### config.mk
export PLATFORM = sky130hd
export DESIGN_NAME = input_conditioner
export DESIGN_NICKNAME = d
export VERILOG_FILES = /design/src/rtl/input_conditioner.sv
export SDC_FILE = /design/constraint.sdc
export NUM_CORES = 1
export LEC_CHECK = 0
export ABC_AREA = 1
export BUFFER_PORTS_ARGS = -buffer_cell sky130_fd_sc_hd__buf_2
export CAP_MARGIN = 15
export CORE_UTILIZATION = 40
export DETAILED_ROUTE_END_ITERATION = 16
export PLACE_DENSITY_LB_ADDON = 0.05
export SKIP_CTS_REPAIR_TIMING = 1
export SLEW_MARGIN = 20
export SYNTH_ARGS = -nofsm -noshare
export SYNTH_HDL_FRONTEND = slang
export SYNTH_SLANG_ARGS = --single-unit
### constraint.sdc
create_clock -name clk -period 3.71 [get_ports clk]
set_input_delay 0.371 -clock clk [delete_from_list [all_inputs] [get_ports clk]]
set_output_delay 0.371 -clock clk [all_outputs]
set_load 0.01 [all_outputs]
### src/rtl/input_conditioner.sv
// Two-channel A0/A1 input conditioner: 2-FF synchronizer plus independent
// debounce counter per channel, with change pulses and a combined settled flag.
module input_conditioner #(
  parameter int DEBOUNCE_CYCLES = 500000,
  parameter int CNT_W = (DEBOUNCE_CYCLES > 1) ? $clog2(DEBOUNCE_CYCLES) : 1
) (
  input  logic clk,
  input  logic rst_n,
  input  logic a0_raw,
  input  logic a1_raw,
  output logic a0_o,
  output logic a1_o,
  output logic a0_changed,
  output logic a1_changed,
  output logic settled
);

  localparam logic [CNT_W-1:0] CNT_MAX = CNT_W'(DEBOUNCE_CYCLES - 1);

  logic [1:0]       raw;
  logic [1:0]       s1;
  logic [1:0]       s2;
  logic [1:0]       out;
  logic [1:0]       changed;
  logic [CNT_W-1:0] cnt [2];

  assign raw = {a1_raw, a0_raw};

  always_ff @(posedge clk or negedge rst_n) begin
    if (!rst_n) begin
      s1      <= '0;
      s2      <= '0;
      out     <= '0;
      changed <= '0;
      for (int unsigned i = 0; i < 2; i++) cnt[i] <= '0;
    end else begin
      s1 <= raw;
      s2 <= s1;
      for (int unsigned i = 0; i < 2; i++) begin
        // A return to the current output level discards any partial count.
        if (s2[i] == out[i]) begin
          cnt[i]     <= '0;
          changed[i] <= 1'b0;
        end else if (cnt[i] == CNT_MAX) begin
          out[i]     <= s2[i];
          cnt[i]     <= '0;
          changed[i] <= 1'b1;
        end else begin
          cnt[i]     <= cnt[i] + CNT_W'(1);
          changed[i] <= 1'b0;
        end
      end
    end
  end

  assign a0_o       = out[0];
  assign a1_o       = out[1];
  assign a0_changed = changed[0];
  assign a1_changed = changed[1];
  assign settled    = (s2[0] == out[0]) && (s2[1] == out[1]);

endmodule

==> results of run 1 <==
==> area by class of cell <==
cell class,count,area [um^2],area share [%]
inverter,41,154,5.48
tap,75,93.8,3.34
sequential,46,1150,41.0
timing repair buffer,11,62.6,2.23
clock inverter,3,40.0,1.43
clock buffer,5,68.8,2.45
multi-input combinational,246,1240,44.1
==> cell families (layout without fill, tap and decap cells) <==
group / count (synthesis) / after routing
fa+ha+maj: 2 / 2
flops: 46 / 46
compound gates: 11 / 11
buf+inv: 43 / 60
xor+xnor: 21 / 21
simple gates: 212 / 212
==> state kept, by name, summed over array words and instances (netlist names) <==
register and flops:
s2 2, cnt 38, s1 2, changed 2
out 2
==> power groups by stage <==
stage          clock, mW  sequential, mW  combinational [mW]
3_5_place_dp           0           0.523              0.0376
4_1_cts            0.382           0.513              0.0378
5_1_grt            0.396           0.514              0.0430
2_1_floorplan          0           0.522              0.0182
3_3_place_gp           0           0.523              0.0376
6_report           0.365           0.513              0.0359
==> worst max-delay path, cell delays in order, from the launching register on <==
cell                      delay, ns
sky130_fd_sc_hd__dfrtp_1       0.41
sky130_fd_sc_hd__xnor2_1       0.16
sky130_fd_sc_hd__buf_4         0.21
sky130_fd_sc_hd__inv_1         0.15
sky130_fd_sc_hd__nor2_1        0.11
sky130_fd_sc_hd__buf_2         0.14
==> how the worst min path moves through the flow <==
stage / endpoint / slack (ns) / cells after the start
floorplan: changed[0] / 0.08 / 0
global placement: s2[0] / 0.33 / 0
detailed placement: s2[1] / 0.34 / 0
CTS: s1[0] / 0.16 / 1
global route: s1[1] / 0.17 / 1
finish: cnt[25] / 0.15 / 2
==> stage by stage <==
| step | hold WS [ns] | util [%] | area, um^2 |
|---|---|---|---|
| 4_1_cts | 0.163 | 46.6 | 2810 |
| 5_1_grt | 0.170 | 46.6 | 2810 |
| 6_report | 0.153 | 46.6 | 2810 |
| 2_1_floorplan | 0.0754 | - | 2550 |
| 3_3_place_gp | 0.333 | 44.8 | 2700 |
| 3_5_place_dp | 0.336 | 44.8 | 2700 |
==> placed cells by master (no fill, tap or decap), drive strengths merged <==
cell type and instances:
nor4 1, and2 2, nor3 3, o21a 1
xnor2 5, nand4 5, clkbuf 5, a21oi 6
or2 1, nand3 28, xor2 16, dfrtp 46
bufinv 1, clkinv 2, inv 41, nor3b 2
nand2 67, o21ai 4, buf 11, ha 2
nor2 103
==> per-layer routing <==
metal  vias to the layer above  routed length (um)  global-route usage, %
met2                        15                2540                   31.4
met5                         -                   0                      0
met1                       914                2270                   18.7
li1                       1059                   -                      -
met4                         0                  60                   4.74
met3                         6                  97                   3.33
==> metrics.txt, run 1 <==
# TYPE chip_impl_metric gauge
chip_impl_metric{name="static-leakage-power",unit="nW"} 1.19
chip_impl_metric{name="critical_path_peak_fanout",unit=""} 11
chip_impl_metric{name="grt_overflow_total",unit=""} 0
chip_impl_metric{name="drc_errors",unit=""} 0
chip_impl_info{name="critPathLaunchType",value="flip-flop"} 1
chip_impl_metric{name="die-width",unit="um"} 81.9
chip_impl_metric{name="worst-r2r-cell-count",unit=""} 8
chip_impl_metric{name="boundaryPins",unit=""} 9
chip_impl_metric{name="drt_iter0_markers",unit=""} 42
chip_impl_metric{name="synth_edf_count",unit=""} 0
chip_impl_info{name="run_status",value="finished, final reports clean"} 1
chip_impl_metric{name="antenna_violations_before_repair",unit=""} 0
chip_impl_info{name="combinational_family_with_the_most_area_after_synthesis",value="simple AND/OR/NAND/NOR gates"} 1
chip_impl_info{name="rsz_0062_raised_after_global_routing",value="false"} 1
chip_impl_metric{name="period_needed",unit="ns"} 1.84
chip_impl_info{name="netlist.top_cell.by_area",value="sky130_fd_sc_hd__dfrtp_1"} 1
chip_impl_metric{name="register_bit_count_reported_by_yosys",unit=""} 46
chip_impl_metric{name="maxSlewViolCount",unit=""} 0
chip_impl_metric{name="period_share",unit="%"} 49.5
chip_impl_metric{name="detailedPlace.worstSlack",unit="ns"} 2.18
chip_impl_metric{name="dp.final_hpwl",unit="um"} 3750
chip_impl_metric{name="ff2ff_setup_slack",unit="ns"} 2.23
chip_impl_metric{name="worstPathRequired",unit="ns"} 3.34
chip_impl_metric{name="yosys_warnings",unit=""} 0
chip_impl_metric{name="final_cell_count_no_fill",unit=""} 427
chip_impl_metric{name="insertion_delay",unit="ns"} 0.29
chip_impl_metric{name="synth-compound-area-share",unit="%"} 2.26
chip_impl_metric{name="design.die.area",unit="um^2"} 6700
chip_impl_metric{name="netlist_instances",unit=""} 335
chip_impl_metric{name="fin_nets",unit=""} 357
chip_impl_metric{name="place_congestion",unit=""} 0.858
chip_impl_metric{name="mux_contribution_to_synthesized_area",unit="%"} 0
chip_impl_metric{name="relSlewSlack",unit="%"} 60.9
chip_impl_metric{name="yosys.area_share.xor_xnor",unit="%"} 7.21
chip_impl_info{name="cts_root_buffer",value="sky130_fd_sc_hd__clkbuf_8"} 1
chip_impl_metric{name="detail_route.first_pass.iterations",unit=""} 4
chip_impl_info{name="critPathCaptureType",value="output port"} 1
chip_impl_metric{name="ctsHtreeMaxLevel",unit=""} 2
chip_impl_metric{name="port_buffers",unit=""} 8
chip_impl_metric{name="detail_route.wl_per_cell",unit="um"} 11.6
chip_impl_info{name="ys_top_cells_by_count",value="sky130_fd_sc_hd__nor2_1, sky130_fd_sc_hd__nand2_1, sky130_fd_sc_hd__dfrtp_1, sky130_fd_sc_hd__inv_1, sky130_fd_sc_hd__nand3_1"} 1
chip_impl_metric{name="setup_clock_skew_after_layout",unit="ns"} 0.00519
chip_impl_info{name="regToRegStartpoint",value="cnt[19]"} 1
chip_impl_metric{name="number_of_global_route_vias_before_repair",unit=""} 1881
chip_impl_metric{name="grt_first_pass_wirelength",unit="um"} 8410
chip_impl_info{name="synth_top_cells_by_area",value="sky130_fd_sc_hd__dfrtp_1, sky130_fd_sc_hd__nor2_1, sky130_fd_sc_hd__nand2_1"} 1
chip_impl_metric{name="n_fill_cell",unit=""} 623
chip_impl_metric{name="initial_core_util",unit="%"} 42.3
chip_impl_metric{name="post_synth_and_or_nand_nor_area_fraction",unit="%"} 38.1
chip_impl_metric{name="floorplan.rows",unit=""} 28
chip_impl_info{name="crit_path_end",value="settled"} 1
chip_impl_metric{name="finalSetupViolations",unit=""} 0
chip_impl_metric{name="fp.coreArea",unit="um^2"} 6030
chip_impl_metric{name="drt-vias-per-instance",unit=""} 4.67
chip_impl_metric{name="power_frac_seq",unit="%"} 56.1
chip_impl_metric{name="area.growth.synth_to_final",unit="%"} 10.1
chip_impl_metric{name="asr_flop_ratio_synth",unit="%"} 100
chip_impl_metric{name="timing_hold_violations_final",unit=""} 0
chip_impl_metric{name="cts.sink_count",unit=""} 46
chip_impl_info{name="setup.worst_path.start",value="out[1]"} 1
chip_impl_info{name="path_class",value="reg2out"} 1
chip_impl_info{name="r2r-end",value="cnt[37]"} 1
chip_impl_metric{name="drt.antenna.violating_nets",unit=""} 0
chip_impl_metric{name="max_cap_violations",unit=""} 0
chip_impl_metric{name="fmax",unit="GHz"} 0.544
chip_impl_metric{name="totalNegativeSetupSlack",unit="ns"} 0
chip_impl_metric{name="finalWorstSetupSlack",unit="ns"} 1.87
chip_impl_metric{name="antennaDiodeCount",unit=""} 0
chip_impl_metric{name="pwr_density_cell",unit="nW/um^2"} 325
chip_impl_metric{name="cp_data_arrival_time",unit="ns"} 1.47
chip_impl_metric{name="postRouteWirelength",unit="um"} 4970
chip_impl_metric{name="route.vias.total",unit=""} 1994
chip_impl_metric{name="synth_largest_type_area_fraction",unit="%"} 45.1
chip_impl_metric{name="peakVddDrop",unit="mV"} 0.172
chip_impl_metric{name="path_clk_slew",unit="ns"} 0.08
chip_impl_metric{name="swShare",unit="%"} 21.5
chip_impl_metric{name="cellInternalPower",unit="mW"} 0.717
chip_impl_info{name="synth_top_flop_cell",value="sky130_fd_sc_hd__dfrtp_1"} 1
chip_impl_metric{name="worst_pin_slew",unit="ns"} 0.586
chip_impl_metric{name="synth.yosys.seq_area_share",unit="%"} 45.1
chip_impl_info{name="clock_tree_from_tritoncts",value="built"} 1
chip_impl_metric{name="post_synth_fa_ha_maj_area_fraction",unit="%"} 0.981
chip_impl_metric{name="syn_avg_cell_area",unit="um^2"} 7.62
chip_impl_metric{name="clockPowerShare",unit="%"} 40.0
chip_impl_metric{name="comb_power_share",unit="%"} 3.9
chip_impl_metric{name="cts.path.max_buffers",unit=""} 2
chip_impl_metric{name="cts_buffers",unit=""} 5
chip_impl_metric{name="synth_fp_nets",unit=""} 341
chip_impl_metric{name="grtUsageTotal",unit="%"} 16.7
chip_impl_metric{name="post-place-cells",unit=""} 419
chip_impl_metric{name="ratio_of_cells_with_drive_above_1_in_the_final_layout",unit="%"} 13.4
chip_impl_info{name="synthMostInstantiatedCell",value="sky130_fd_sc_hd__nor2_1"} 1
chip_impl_metric{name="power.net_switching",unit="mW"} 0.197
chip_impl_metric{name="mappedNetlistArea",unit="um^2"} 2550
chip_impl_metric{name="maximum_number_of_pins_on_one_net_before_global_route_repair",unit=""} 47
chip_impl_metric{name="synth.distinct_cells",unit=""} 26
chip_impl_metric{name="post-layout-total-power",unit="mW"} 0.914
chip_impl_metric{name="chipHeight",unit="um"} 81.9
chip_impl_info{name="hold_class",value="in2async"} 1
Note: power is estimated with default switching activity, not from simulation.
==> run 2, diff against run 1 <==
clock period = 1.5 ns   (was 3.71 ns; I/O delays follow)
==> run 2 against run 1 <==
Final cell count rose by 1.4%. Wire length rose by 7.8%. Clock power up 150%. Combinational power grew to 3.0 times the previous value. Highest routed layer unchanged. Critical path depth fell by 1.
==> metrics.txt, run 2 (synthesis results as in run 1) <==
# TYPE chip_impl_metric gauge
chip_impl_metric{name="worstPathRequired",unit="ns"} 1.35
chip_impl_metric{name="cts.sink_count",unit=""} 46
chip_impl_metric{name="cts.path.max_buffers",unit=""} 2
chip_impl_metric{name="port_buffers",unit=""} 8
chip_impl_metric{name="initial_core_util",unit="%"} 42.3
chip_impl_metric{name="antenna_violations_before_repair",unit=""} 0
chip_impl_metric{name="dp.final_hpwl",unit="um"} 3960
chip_impl_metric{name="swShare",unit="%"} 21.4
chip_impl_metric{name="power.net_switching",unit="mW"} 0.489
chip_impl_metric{name="utilization",unit="%"} 48.3
chip_impl_metric{name="critical_path_peak_fanout",unit=""} 6
chip_impl_metric{name="setup_clock_skew_after_layout",unit="ns"} 0.0118
chip_impl_metric{name="grt_first_pass_wirelength",unit="um"} 9030
chip_impl_metric{name="pwr_density_cell",unit="nW/um^2"} 785
chip_impl_info{name="cts_root_buffer",value="sky130_fd_sc_hd__clkbuf_8"} 1
chip_impl_info{name="hold_class",value="reg2reg"} 1
chip_impl_metric{name="power_frac_seq",unit="%"} 55.6
chip_impl_info{name="most_frequent_standard_cell_in_the_layout_excluding_fill_and_tap_cells",value="sky130_fd_sc_hd__nor2_1"} 1
chip_impl_metric{name="peakVddDrop",unit="mV"} 0.347
chip_impl_metric{name="drt_iter0_markers",unit=""} 60
chip_impl_metric{name="max_cap_violations",unit=""} 0
chip_impl_metric{name="boundaryPins",unit=""} 9
chip_impl_metric{name="grt_overflow_total",unit=""} 0
chip_impl_metric{name="largest_register_ff_count",unit=""} 38
chip_impl_metric{name="detailedPlace.worstSlack",unit="ns"} 0.0531
chip_impl_metric{name="timing_hold_violations_final",unit=""} 0
chip_impl_metric{name="fin_nets",unit=""} 363
chip_impl_metric{name="fmax",unit="GHz"} 0.714
chip_impl_metric{name="antennaDiodeCount",unit=""} 0
chip_impl_metric{name="period_needed",unit="ns"} 1.40
chip_impl_info{name="path_class",value="reg2out"} 1
chip_impl_metric{name="detail_route.wl_per_cell",unit="um"} 12.4
chip_impl_metric{name="drt-vias-per-instance",unit=""} 4.72
chip_impl_metric{name="path_clk_slew",unit="ns"} 0.09
chip_impl_metric{name="cellInternalPower",unit="mW"} 1.80
chip_impl_metric{name="n_fill_cell",unit=""} 597
chip_impl_metric{name="comb_power_share",unit="%"} 4.8
chip_impl_metric{name="number_of_global_route_vias_before_repair",unit=""} 2004
chip_impl_metric{name="worst-r2r-cell-count",unit=""} 8
chip_impl_info{name="top_register",value="cnt"} 1
chip_impl_metric{name="clockPowerShare",unit="%"} 39.7
chip_impl_metric{name="worst_pin_slew",unit="ns"} 0.310
chip_impl_metric{name="maxSlewViolCount",unit=""} 0
chip_impl_metric{name="maximum_number_of_pins_on_one_net_before_global_route_repair",unit=""} 47
chip_impl_metric{name="grtUsageTotal",unit="%"} 18.2
chip_impl_metric{name="cp_num_cells",unit=""} 4
chip_impl_metric{name="drc_errors",unit=""} 0
chip_impl_metric{name="post-place-cells",unit=""} 420
chip_impl_metric{name="static-leakage-power",unit="nW"} 1.22
chip_impl_metric{name="postRouteWirelength",unit="um"} 5360
chip_impl_info{name="cp_cell_sequence",value="xnor2_2, inv_2, nor2_1, buf_2"} 1
chip_impl_metric{name="insertion_delay",unit="ns"} 0.30
chip_impl_metric{name="route.vias.total",unit=""} 2044
chip_impl_metric{name="design_area",unit="um^2"} 2910
chip_impl_info{name="critical_path.top_delay_family",value="flip-flops"} 1
chip_impl_metric{name="ctsHtreeMaxLevel",unit=""} 2
chip_impl_metric{name="design.die.area",unit="um^2"} 6700
chip_impl_metric{name="chipHeight",unit="um"} 81.9
chip_impl_metric{name="crit_path_max_incr_delay",unit="ns"} 0.43
chip_impl_metric{name="drt.antenna.violating_nets",unit=""} 0
chip_impl_metric{name="fp.coreArea",unit="um^2"} 6030
chip_impl_metric{name="floorplan.rows",unit=""} 28
chip_impl_info{name="run_status",value="finished, final reports clean"} 1
chip_impl_info{name="clock_tree_from_tritoncts",value="built"} 1
chip_impl_metric{name="place_area",unit="um^2"} 2720
chip_impl_info{name="commonest_cells_after_routing_fill_and_taps_aside",value="sky130_fd_sc_hd__nor2_1, sky130_fd_sc_hd__nand2_1, sky130_fd_sc_hd__dfrtp_1"} 1
chip_impl_info{name="critPathCaptureType",value="output port"} 1
chip_impl_metric{name="finalWorstSetupSlack",unit="ns"} 0.0998
chip_impl_metric{name="post-layout-total-power",unit="mW"} 2.29
chip_impl_metric{name="area.growth.synth_to_final",unit="%"} 14.2
chip_impl_metric{name="die-width",unit="um"} 81.9
chip_impl_metric{name="cts_buffers",unit=""} 5
chip_impl_info{name="critPathLaunchType",value="flip-flop"} 1
chip_impl_metric{name="detail_route.first_pass.iterations",unit=""} 5
chip_impl_metric{name="hold_ws",unit="ns"} 0.349
chip_impl_metric{name="ratio_of_cells_with_drive_above_1_in_the_final_layout",unit="%"} 16.8
chip_impl_metric{name="relSlewSlack",unit="%"} 79.3
chip_impl_metric{name="final_cell_count_no_fill",unit=""} 433
chip_impl_metric{name="period_share",unit="%"} 93.3
chip_impl_metric{name="place_congestion",unit=""} 0.918
chip_impl_metric{name="totalNegativeSetupSlack",unit="ns"} 0
chip_impl_metric{name="critical_path_buf_inv_count",unit=""} 2
chip_impl_metric{name="finalSetupViolations",unit=""} 0
chip_impl_metric{name="hold_path_depth",unit=""} 0
chip_impl_metric{name="cp_data_arrival_time",unit="ns"} 1.25
chip_impl_info{name="timing.critical_path.slowest_stage_cell",value="sky130_fd_sc_hd__dfrtp_1"} 1
## run 2: cell count changes in the layout (fill, tap and decap cells not counted), moves of 2 or more
cell,previous run,this run
sky130_fd_sc_hd__dlygate4sd3_1,0,3
sky130_fd_sc_hd__nor2_2,7,9
sky130_fd_sc_hd__xnor2_2,0,2
sky130_fd_sc_hd__inv_2,2,5
sky130_fd_sc_hd__xnor2_1,5,3
sky130_fd_sc_hd__buf_4,3,5
sky130_fd_sc_hd__nor2_1,90,86
sky130_fd_sc_hd__inv_1,39,36
sky130_fd_sc_hd__clkbuf_1,0,2
sky130_fd_sc_hd__clkinv_2,2,0
sky130_fd_sc_hd__nor2_4,6,8
## run 2: final cells by class
class | instances | area, um^2 | share of cell area, %
Inverter | 41 | 154 | 5.28
Tap cell | 75 | 93.8 | 3.22
Multi-Input combinational cell | 246 | 1280 | 43.9
Timing Repair Buffer | 17 | 128 | 4.38
Clock buffer | 7 | 76.3 | 2.62
Clock inverter | 1 | 30.0 | 1.03
Sequential cell | 46 | 1150 | 39.6
## run 2: metal layers
layer  wire [um]  track usage [%]  part of all wire [%]  vias up
met3         124             4.11                   2.3       12
met4         117             7.19                   2.2        0
met5           0                0                     0        -
met1        2380             20.8                    44      934
met2        2740             32.4                    51       25
li1            -                -                     -     1073
## run 2: worst reg2reg max path, delay by kind of cell (launching register included)
family                     cells  cell delay [ns]
and+or+nand+nor                6             0.60
DFF                            1             0.38
adders and majority gates      1             0.21
buffers and inverters          1             0.06
## run 2: power groups by stage
| stage | clock [mW] | combinational (mW) | sequential [mW] |
|---|---|---|---|
| floorplan | 0 | 0.0450 | 1.29 |
| finish | 0.907 | 0.109 | 1.27 |
| CTS | 0.942 | 0.100 | 1.27 |
| global route | 0.988 | 0.127 | 1.27 |
| detailed placement | 0 | 0.0984 | 1.29 |
| global placement | 0 | 0.0986 | 1.29 |
## run 2: final timing paths
path / start / to / slack (ns)
max: out[0] / settled / 0.1
min: s1[0] / s2[0] / 0.35
max reg2reg: cnt[0] / cnt[17] / 0.13
min reg2reg: s1[0] / s2[0] / 0.35
max in group asynchronous: rst_n / cnt[12] / 0.90
min in group asynchronous: rst_n / cnt[26] / 0.36
